File: config.mk
export PLATFORM = sky130hd
export DESIGN_NAME = alu_share_arbiter
export DESIGN_NICKNAME = d
export VERILOG_FILES = /design/src/rtl/alu_share_arbiter.sv
export SDC_FILE = /design/constraint.sdc
export NUM_CORES = 1
export LEC_CHECK = 0
export CAP_MARGIN = 15
export CORE_MARGIN = 5
export CORE_UTILIZATION = 40
export CTS_CLUSTER_SIZE = 20
export DETAILED_ROUTE_END_ITERATION = 12
export PLACE_DENSITY = 0.94
export RECOVER_POWER = 100
export SYNTH_ARGS = -nofsm -noshare
export SYNTH_HDL_FRONTEND = slang
export SYNTH_SLANG_ARGS = --single-unit
File: constraint.sdc
create_clock -name clk -period 5.05 [get_ports clk]
set_clock_uncertainty 0.2 [all_clocks]
set_input_delay 0.7575 -clock clk [delete_from_list [all_inputs] [get_ports clk]]
set_output_delay 0.7575 -clock clk [all_outputs]
set_load 0.005 [all_outputs]
File: src/rtl/alu_share_arbiter.sv
// Round-robin arbiter that time-shares one external combinational ALU
// between NUM_REQ requesters. One operation is in flight at a time:
// IDLE (grant/accept) -> EXEC (ALU evaluates registered operands) -> RESP.

package alu_pkg;
    typedef enum logic [3:0] {
        ADD  = 4'd0,
        SUB  = 4'd1,
        AND  = 4'd2,
        OR   = 4'd3,
        XOR  = 4'd4,
        SLL  = 4'd5,
        SRL  = 4'd6,
        SRA  = 4'd7,
        SLT  = 4'd8,
        SLTU = 4'd9,
        BYP  = 4'd10
    } aluop_t;
endpackage

module alu_share_arbiter #(
    parameter int DATA_WIDTH = 32,
    parameter int NUM_REQ    = 2
) (
    input  logic                            clk,
    input  logic                            rst,
    input  logic [NUM_REQ-1:0]              req_valid,
    output logic [NUM_REQ-1:0]              req_ready,
    input  alu_pkg::aluop_t [NUM_REQ-1:0]   req_aluop,
    input  logic [NUM_REQ*DATA_WIDTH-1:0]   req_opr_a,
    input  logic [NUM_REQ*DATA_WIDTH-1:0]   req_opr_b,
    output logic [NUM_REQ-1:0]              rsp_valid,
    input  logic [NUM_REQ-1:0]              rsp_ready,
    output logic [DATA_WIDTH-1:0]           rsp_result,
    output alu_pkg::aluop_t                 alu_aluop,
    output logic [DATA_WIDTH-1:0]           alu_opr_a,
    output logic [DATA_WIDTH-1:0]           alu_opr_b,
    input  logic [DATA_WIDTH-1:0]           alu_result
);
    localparam int ID_W = (NUM_REQ > 1) ? $clog2(NUM_REQ) : 1;

    typedef enum logic [1:0] {IDLE, EXEC, RESP} state_t;

    state_t                 state_q;
    logic [ID_W-1:0]        ptr_q;
    logic [ID_W-1:0]        id_q;
    alu_pkg::aluop_t        alu_aluop_q;
    logic [DATA_WIDTH-1:0]  alu_opr_a_q;
    logic [DATA_WIDTH-1:0]  alu_opr_b_q;
    logic [NUM_REQ-1:0]     rsp_valid_q;
    logic [DATA_WIDTH-1:0]  rsp_result_q;

    logic                   win_found_d;
    logic [ID_W-1:0]        win_id_d;
    logic [ID_W-1:0]        ptr_d;
    logic [NUM_REQ-1:0]     id_onehot;
    logic                   accept;

    alu_pkg::aluop_t        op_arr [NUM_REQ];
    logic [DATA_WIDTH-1:0]  a_arr  [NUM_REQ];
    logic [DATA_WIDTH-1:0]  b_arr  [NUM_REQ];

    // Split the flattened request payload into per-requester lanes.
    generate
        for (genvar gi = 0; gi < NUM_REQ; gi++) begin : g_unpack
            assign op_arr[gi] = req_aluop[gi];
            assign a_arr[gi]  = req_opr_a[gi*DATA_WIDTH +: DATA_WIDTH];
            assign b_arr[gi]  = req_opr_b[gi*DATA_WIDTH +: DATA_WIDTH];
        end
    endgenerate

    // Round-robin search from ptr_q; walking backwards lets the entry
    // closest to the pointer overwrite the others.
    always_comb begin
        int idx;
        win_found_d = 1'b0;
        win_id_d    = '0;
        idx         = 0;
        for (int k = NUM_REQ - 1; k >= 0; k--) begin
            idx = int'(ptr_q) + k;
            if (idx >= NUM_REQ) begin
                idx = idx - NUM_REQ;
            end
            if (req_valid[ID_W'(idx)]) begin
                win_found_d = 1'b1;
                win_id_d    = ID_W'(idx);
            end
        end
    end

    // Grant is only offered in IDLE and never while reset is asserted.
    always_comb begin
        req_ready = '0;
        if (state_q == IDLE && !rst && win_found_d) begin
            req_ready[win_id_d] = 1'b1;
        end
    end

    // Pointer moves one past the winner; one-hot of the stored owner.
    always_comb begin
        ptr_d = (win_id_d == ID_W'(NUM_REQ - 1)) ? '0 : win_id_d + ID_W'(1);
        id_onehot = '0;
        id_onehot[id_q] = 1'b1;
    end

    assign accept = |(req_valid & req_ready);

    // Issue FSM with registered ALU drive and response outputs.
    always_ff @(posedge clk or posedge rst) begin
        if (rst) begin
            state_q      <= IDLE;
            ptr_q        <= '0;
            id_q         <= '0;
            alu_aluop_q  <= alu_pkg::ADD;
            alu_opr_a_q  <= '0;
            alu_opr_b_q  <= '0;
            rsp_valid_q  <= '0;
            rsp_result_q <= '0;
        end else begin
            case (state_q)
                IDLE: begin
                    if (accept) begin
                        alu_aluop_q <= op_arr[win_id_d];
                        alu_opr_a_q <= a_arr[win_id_d];
                        alu_opr_b_q <= b_arr[win_id_d];
                        id_q        <= win_id_d;
                        ptr_q       <= ptr_d;
                        state_q     <= EXEC;
                    end
                end
                EXEC: begin
                    rsp_result_q <= alu_result;
                    rsp_valid_q  <= id_onehot;
                    state_q      <= RESP;
                end
                RESP: begin
                    if (rsp_ready[id_q]) begin
                        rsp_valid_q <= '0;
                        state_q     <= IDLE;
                    end
                end
                default: begin
                    state_q <= IDLE;
                end
            endcase
        end
    end

    assign alu_aluop  = alu_aluop_q;
    assign alu_opr_a  = alu_opr_a_q;
    assign alu_opr_b  = alu_opr_b_q;
    assign rsp_valid  = rsp_valid_q;
    assign rsp_result = rsp_result_q;

endmodule

Word-level counts from Yosys, hierarchy flattened. Cells that the tools add are included.

Output and inout bits: 104. Word-level logic and storage cells: 69. Input bits: 174. Flip-flop bits (word level): 106.

Reductions and logical operators: 11. Multiplexer cells: 31. $add $sub $neg: 4. Eq/ne operators: 4. Order comparisons: 9. Bitwise logic cells: 2.

Operators by type and width (count): $mux 32 (6); $mux 1 (15); $mux 4 (3); $lt 1x3->1 const B (2); $mux 2 (3); $pmux 2 s3 (1); $reduce_and 2->1 (3); $ge 2x2->1 const B (2); $logic_and 1x1->1 (4); $lt 1x2->1 const B (2); $ne 2x2->1 const B (2); $pmux 2 s2 (1); $add 1x1->2 const B (1); $and 2x2->2 (1); $demux 1 s1 (2); $eq 2x1->1 const B (1); $eq 2x2->1 const B (1); $ge 1x1->1 const B (2); $ge 1x2->1 const B (1); $logic_not 2->1 (1); $not 1->2 (1); $reduce_bool 2->1 (1); $reduce_or 2->1 (1); $sub 1x1->1 const B (2); 2 further kinds (2).

Depth between registers and ports, before layout. Gate-level depths: netlist (run 1).

Depth in word-level cells: 17. Gate-level depth with buffers: 5. Depth with buffers taken out: 3.

Worst setup path before layout (run 1). Ideal clock, no wire load.

Path type: input -> output. Start: input rst. End: output req_ready[0]. Path buffers: 0. Arrival: 1549 ps. Path slack: 2544 ps. Required time: 4093 ps. Cell stages on the path: 2. Cells stage by stage: or4b_2 nor2_1.

Cells in the longest elaborated chain, start to end: 4.

RTL lines: from (decl) (RTL line 26) `input logic rst,`; $logic_not 1->1 (no line); $logic_and 1x1->1 (2 in a row) (RTL line 94) `if (state_q == IDLE && !rst && win_found_d) begin`; $mux 2 (RTL line 94); to (decl) (RTL line 28) `output logic [NUM_REQ-1:0] req_ready,`.

No other way between the ends.

Worst setup path in the final report (run 1).
Start: input req_valid[1]. End: register alu_opr_a_q[11], in the netlist alu_opr_a[11].

Cells in the longest elaborated chain, start to end: 3.

RTL lines: from (decl) (RTL line 27) `input logic [NUM_REQ-1:0] req_valid,`; $and 2x2->2 (RTL line 106) `assign accept = |(req_valid & req_ready);`; $reduce_or 2->1 (RTL line 106); $reduce_and 2->1 (no line); to (signal assigned) (RTL line 124) `alu_opr_a_q <= a_arr[win_id_d];`; to (decl) (RTL line 48) `logic [DATA_WIDTH-1:0] alu_opr_a_q;`.

No other way between the ends. A chain may end at the register's enable or synchronous reset.

==> run summary, run 1 <==
Clock tree
• CTS tree: yes
• Resize count post-CTS: 0
• H-Tree Level Count: 3
• number of buffers created by CTS: 9
• CTS root buffer: sky130_fd_sc_hd__clkbuf_16
• hold-fix buffers at CTS: 0
• clock transition at the register clock pins on the worst setup and hold paths after CTS: 0.08 ns
• clk sink count: 106
• number of buffers on the longest clock path: 2
• clock insertion delay at the later pin of the skew report: 0.34 ns
• number of buffers inserted by post-CTS setup repair: 0

Worst setup path
• critical path fanouts, max: 42
• CP Data Required Time: 5.07 ns
• FF-to-FF path depth: 4
• worst endpoint data arrival time: 3.99 ns
• class of the most critical setup path: primary input to flop
• critical path capture point type: flop
• category of the worst setup path launch point: primary input

Min path
• Hold Crit Depth: 2
• Hold Crit Class: flop to flop

Cells and area
• share of final-layout standard cells stronger than drive strength 1: 0.229
• most common cell after layout, fill and taps aside: sky130_fd_sc_hd__clkdlybuf4s50_1
• synthesis-to-layout area growth: 65.5%
• count of non-filler cells in the finished layout: 811
• Core Util, Final: 0.671
• number of nets at the end of the flow: 832
• highest-count cells in the layout ignoring fill and taps: sky130_fd_sc_hd__clkdlybuf4s50_1 (170), sky130_fd_sc_hd__mux2_2 (126), sky130_fd_sc_hd__dlygate4sd3_1 (107)

STA
• portion of the clock cycle consumed by the worst path in the final layout: 0.785
• transition time at the pin with the least slew margin: 2.56 ns
• Final TNS setup: 0 ns
• Max Slew Vio Count: 28
• post-route worst hold slack: 0.274 ns
• setup repair after global routing missed its margin: false
• highest achievable clock rate: 252 MHz
• worst max-slew margin expressed relative to the limit: -0.721
• setup violators final: 0
• min Tclk post-route: 3.97 ns
• Final Hold Viols: 0

Status
• outcome: finished with violations
• failing checks: max-capacitance violations, max-slew violations

GRT
• Total GRT Usage: 0.196
• first-pass GRT wire length: 22,300 microns
• via count of the first global-routing pass: 4,372
• aggregate global routing overflow: 0
• maximum number of pins on one net before global-route repair: 86
• number of antenna violations at the first check in global routing: 1

Die
• Site Rows: 40
• vertical extent of the die: 120 microns
• initial standard-cell utilization of the core: 0.406
• standard cell core area: 12,000 sq um
• total I/O pin count: 278
• die area: 14,400 sq um
• die span in x: 120 microns

Synth
• number of storage elements in the synthesis netlist: 106
• post-synthesis area per instance: 12.6 sq um
• Syn. warnings: 0
• sequential area share after synthesis: 0.547
• Yosys top cell area share: 0.547
• netlist area before placement: 4850 sq um
• syn nets: 560
• number of library cell types mapped by synthesis: 21
• Syn Inst Count: 386
• leading area contributor after synthesis: sky130_fd_sc_hd__dfrtp_1
• leading post-synthesis cells by cell area: sky130_fd_sc_hd__dfrtp_1 (55%), sky130_fd_sc_hd__mux2_2 (30%), sky130_fd_sc_hd__nand2_1 (7.5%)

Power and ir drop
• worst supply voltage drop on vdd: 0.000300 V
• power per cell area: 486 nW/um^2
• leakage dissipation: 0.00351 uW
• post-layout total power: 3900 uW

Routing
• final routed DRC violation total: 0
• drt first pass iters: 4
• final antenna-violating net count: 0
• wire per inst: 17.9 microns
• total wire length: 14,500 microns
• starting DRC count in detailed routing: 187
• Avg Vias per Cell: 4.91
• Vias: 3,985

Placement
• Cell Count Post-Placement: 791
• placer's final routability congestion estimate: 0.773
• buffers added on ports: 277
• placed wire-length estimate after detailed placement: 11,400 microns

Job
• Max Cap Violations: 1

==> cells by family after synthesis <==
kind of cell	Yosys count	share of synthesized area
AND/OR/NAND/NOR	109	0.0926
multiplexers	137	0.325
AO/OA/AOI/OAI	8	0.0106
buffers and inverters	26	0.0250
flip-flops	106	0.547
==> layout make-up <==
type	instances	area, sq um
Fill cell	839	3940
Timing Repair Buffer	283	2820
Sequential cell	106	2650
Multi-Input combinational cell	254	2050
Clock buffer	9	225
Tap cell	147	184
Clock inverter	7	82.6
Inverter	4	16.3
Antenna cell	1	2.50
==> registers in the layout (all words and copies together) (netlist names) <==
register    count
alu_opr_a      32
state_q         2
rsp_result     32
ptr_q           1
alu_aluop       4
alu_opr_b      32
rsp_valid       2
id_q            1
==> synth_stat cells <==
cell / count
sky130_fd_sc_hd__nand2_1: 97
sky130_fd_sc_hd__buf_1: 5
sky130_fd_sc_hd__nand3b_1: 1
sky130_fd_sc_hd__dfrtp_1: 106
sky130_fd_sc_hd__or2_2: 1
sky130_fd_sc_hd__o21ai_0: 1
sky130_fd_sc_hd__a221oi_1: 1
sky130_fd_sc_hd__a311oi_1: 1
sky130_fd_sc_hd__o21ai_2: 1
sky130_fd_sc_hd__nor2b_1: 1
sky130_fd_sc_hd__inv_1: 4
sky130_fd_sc_hd__buf_2: 7
sky130_fd_sc_hd__mux2_2: 128
sky130_fd_sc_hd__clkbuf_1: 8
sky130_fd_sc_hd__buf_6: 2
sky130_fd_sc_hd__nor4b_4: 1
sky130_fd_sc_hd__nand2b_1: 2
sky130_fd_sc_hd__nor2_1: 5
sky130_fd_sc_hd__mux2_4: 9
sky130_fd_sc_hd__a21oi_1: 4
sky130_fd_sc_hd__or4b_2: 1
==> metal layers <==
metal | global-route usage | part of all wire | wire length [microns] | vias up
met5 | 0 | 0 | 0 | -
met4 | 0.0694 | 0.020 | 294 | 0
met3 | 0.0693 | 0.098 | 1430 | 20
met2 | 0.351 | 0.51 | 7390 | 197
met1 | 0.212 | 0.37 | 5370 | 1909
li1 | - | - | - | 1859
==> final timing paths <==
| check | start | endpoint | slack [ns] |
|---|---|---|---|
| setup / recovery | req_valid[1] | alu_opr_a[11] | 1.08 |
| hold / removal | rsp_result[9] | rsp_result[9] | 0.27 |
| setup reg to reg | ptr_q | alu_opr_a[11] | 1.66 |
| hold reg to reg | rsp_result[9] | rsp_result[9] | 0.27 |
| max in group asynchronous | rst | alu_opr_a[12] | 1.38 |
| min in group asynchronous | rst | rsp_result[12] | 1.03 |
==> worst max-delay path: stages <==
cell,delay [ns]
sky130_fd_sc_hd__dlygate4sd3_1,0.58
sky130_fd_sc_hd__o21ai_1,1.92
sky130_fd_sc_hd__buf_12,0.32
sky130_fd_sc_hd__mux2_2,0.38
==> where the power goes <==
part / switching (uW) / internal (uW) / total [uW]
logic: 610 / 1070 / 1680
clock network: 323 / 393 / 716
registers: 232 / 1270 / 1500
total: 1160 / 2740 / 3900
==> metrics by stage <==
stage               setup WS (ns)  cell area, sq um
floorplan                    1.30              4850
global placement             1.49              7750
detailed placement           1.44              7750
CTS                          1.43              8060
global route                0.744              8030
finish                       1.08              8030
Power figures use the tool's default switching activity.
==> inputs of run 2 (changes only) <==
- CORE_UTILIZATION: 40 -> 35
- PLACE_DENSITY: 0.94 -> 0.88
- clock period: 5.05 -> 3.4 ns (I/O delays scaled with it)
==> run 2 against run 1 <==
  * The run still ends with max-capacitance violations, max-slew violations left
  * Final area barely moved
  * Combinational power rose by 49%
  * Critical path depth did not move
  * Sequential cell count did not move
  * First-iteration DRC count fell by 16%
  * Wire length fell by 3.8%
  * Clock power rose by 35%
  * Worst hold slack improved by 0.0013 ns
  * Largest cell class unchanged
==> run summary, run 2 (synthesis results as in run 1) <==
GRT
• number of antenna violations at the first check in global routing: 0, -1
• aggregate global routing overflow: 0, unchanged
• via count of the first global-routing pass: 4,445, +1.7%
• Total GRT Usage: 0.172, -0.0239
• maximum number of pins on one net before global-route repair: 107, +24%
• first-pass GRT wire length: 22,700 microns, +1.8%

Die
• total I/O pin count: 278, unchanged
• die span in x: 128 microns, +6.3%
• vertical extent of the die: 128 microns, +6.3%
• initial standard-cell utilization of the core: 0.354, -0.0520
• die area: 16,300 sq um, +13%
• Site Rows: 43, +7.5%
• standard cell core area: 13,700 sq um, +15%

Power and ir drop
• Net Sw Power: 1700 uW, +46%
• power per cell area: 707 nW/um^2, +45%
• Pint: 3980 uW, +45%
• Sw Ratio: 0.299, +0.000301
• post-layout total power: 5670 uW, +46%
• worst supply voltage drop on vdd: 0.000426 V, +42%
• leakage dissipation: 0.00348 uW, -0.64%
• portion of total power attributed to combinational logic: 0.440, +0.009
• part of the total power dissipated in the clock network: 0.170, -0.013
• power share of the sequential group: 0.390, +0.005

Worst setup path
• critical path capture point type: output port
• worst endpoint data arrival time: 2.51 ns, -1.48 ns
• CP Data Required Time: 2.69 ns, -2.38 ns
• critical path fanouts, max: 3, -93%
• Reg-to-Reg End: alu_opr_b[3]
• crit path launch: req_valid[0]
• Critical R2R Launch: state_q[0]
• category of the worst setup path launch point: primary input
• slack of the worst reg-to-reg path: 0.47 ns, -1.19 ns
• FF-to-FF path depth: 4, unchanged
• class of the most critical setup path: primary input to output port

Clock tree
• number of buffers on the longest clock path: 2, unchanged
• hold-fix buffers at CTS: 0, unchanged
• clock transition at the register clock pins on the worst setup and hold paths after CTS: 0.07 ns, about the same
• CTS root buffer: sky130_fd_sc_hd__clkbuf_16
• number of buffers inserted by post-CTS setup repair: 0, unchanged
• CTS tree: yes
• clk sink count: 106, unchanged
• number of buffers created by CTS: 9, unchanged
• clock insertion delay at the later pin of the skew report: 0.34 ns, about the same
• Resize count post-CTS: 0, unchanged
• H-Tree Level Count: 3, unchanged

Placement
• total placed instance area: 7830 sq um, +1.1%
• buffers added on ports: 277, unchanged
• placed wire-length estimate after detailed placement: 11,100 microns, -3.4%
• placer's final routability congestion estimate: 0.809, +4.7%
• Post-Place Worst Slack: 0.255 ns, -1.19 ns

Status
• outcome: finished with violations
• failing checks: max-capacitance violations, max-slew violations

Routing
• wire per inst: 16.5 microns, -7.3%
• DR WL met3: 1470 microns, +3.2%
• final routed DRC violation total: 0, unchanged
• routed length on met1: 5280 microns, -1.6%
• starting DRC count in detailed routing: 157, -16%
• Avg Vias per Cell: 4.68, -4.7%
• highest routing layer actually used: met4
• final antenna-violating net count: 0, unchanged
• total wire length: 13,900 microns, -3.8%
• total length of routed met2 wires: 6900 microns, -6.6%
• drt first pass iters: 4, unchanged
• Vias: 3,942, -1.1%

Cells and area
• antenna cell count: 0, -1
• share of final-layout standard cells stronger than drive strength 1: 0.227, -0.00267
• synthesis-to-layout area growth: 65.5%, about the same
• highest-count cells in the layout ignoring fill and taps: sky130_fd_sc_hd__clkdlybuf4s50_1 (172), sky130_fd_sc_hd__mux2_2 (127), sky130_fd_sc_hd__dfrtp_1 (106)
• most common cell after layout, fill and taps aside: sky130_fd_sc_hd__clkdlybuf4s50_1
• number of fillers in the final layout: 1,108, +32%
• number of nets at the end of the flow: 831, -0.12%
• area of all placed cells without fillers: 8030 sq um, about the same

STA
• Max Slew Vio Count: 9, -68%
• highest achievable clock rate: 310 MHz
• setup violators final: 0, unchanged
• portion of the clock cycle consumed by the worst path in the final layout: 0.947
• transition time at the pin with the least slew margin: 1.76 ns, -0.803 ns
• setup repair after global routing missed its margin: false
• post-route worst hold slack: 0.275 ns, +0.00128 ns
• Final Hold Viols: 0, unchanged
• Final TNS setup: 0 ns, unchanged
• final worst slack: 0.179 ns, -0.905 ns
• worst max-slew margin expressed relative to the limit: -0.187, +0.535
• min Tclk post-route: 3.22 ns

Min path
• Worst Hold Endpoint: rsp_result[31]
• Hold Crit Depth: 2, unchanged
• origin of the worst min-delay path: rsp_result[31]
• Hold Crit Class: flop to flop

Job
• Max Cap Violations: 1, unchanged

==> run 2: changes by cell type in the layout (fill, tap and decap cells not counted), moves of 2 or more <==
cell | previous run | this run
sky130_fd_sc_hd__clkbuf_2 | 2 | 0
sky130_fd_sc_hd__clkdlybuf4s50_1 | 170 | 172
sky130_fd_sc_hd__clkinv_2 | 0 | 2
sky130_fd_sc_hd__dlygate4sd3_1 | 107 | 105
==> run 2: routing by layer <==
metal / vias to the layer above / track usage
li1: 1848 / -
met1: 1867 / 0.198
met2: 203 / 0.299
met3: 24 / 0.0596
met4: 0 / 0.0549
met5: - / 0
==> run 2: layout make-up <==
type	instances	area, sq um	share of cell area
clock buffers	9	225	0.0281
flip-flops and latches	106	2650	0.330
inverters	4	18.8	0.00234
multi-input cells	254	2030	0.252
repair buffers	282	2830	0.352
clock inverters	7	51.3	0.00639
well taps	180	225	0.0281
==> run 2: power groups by stage <==
stage	combinational, uW	clock [uW]	sequential, uW
4_1_cts	2850	1000	2250
6_report	2500	965	2210
2_1_floorplan	1040	0	2270
3_5_place_dp	2840	0	2260
3_3_place_gp	2740	0	2240
5_1_grt	2720	1050	2310
==> run 2: through the flow <==
stage,util,instances
after floorplan,-,386
after global placement,0.571,826
after detailed placement,0.571,826
after CTS,0.591,842
after global routing,0.585,842
final,0.585,842
==> run 2: how the worst max path moves through the flow <==
stage          cells past startpoint  slack, ns      endpoint
5_1_grt                            4       0.11  req_ready[0]
6_report                           4       0.18  req_ready[0]
3_3_place_gp                       4       0.32  req_ready[0]
4_1_cts                            4       0.24  req_ready[0]
2_1_floorplan                      2       1.39  req_ready[0]
3_5_place_dp                       4       0.25  req_ready[0]
==> run 2: worst max-delay path: stages <==
cell                            delay [ns]
sky130_fd_sc_hd__dlygate4sd3_1        0.58
sky130_fd_sc_hd__or4b_2               0.61
sky130_fd_sc_hd__nor2_1               0.20
sky130_fd_sc_hd__dlygate4sd3_1        0.60
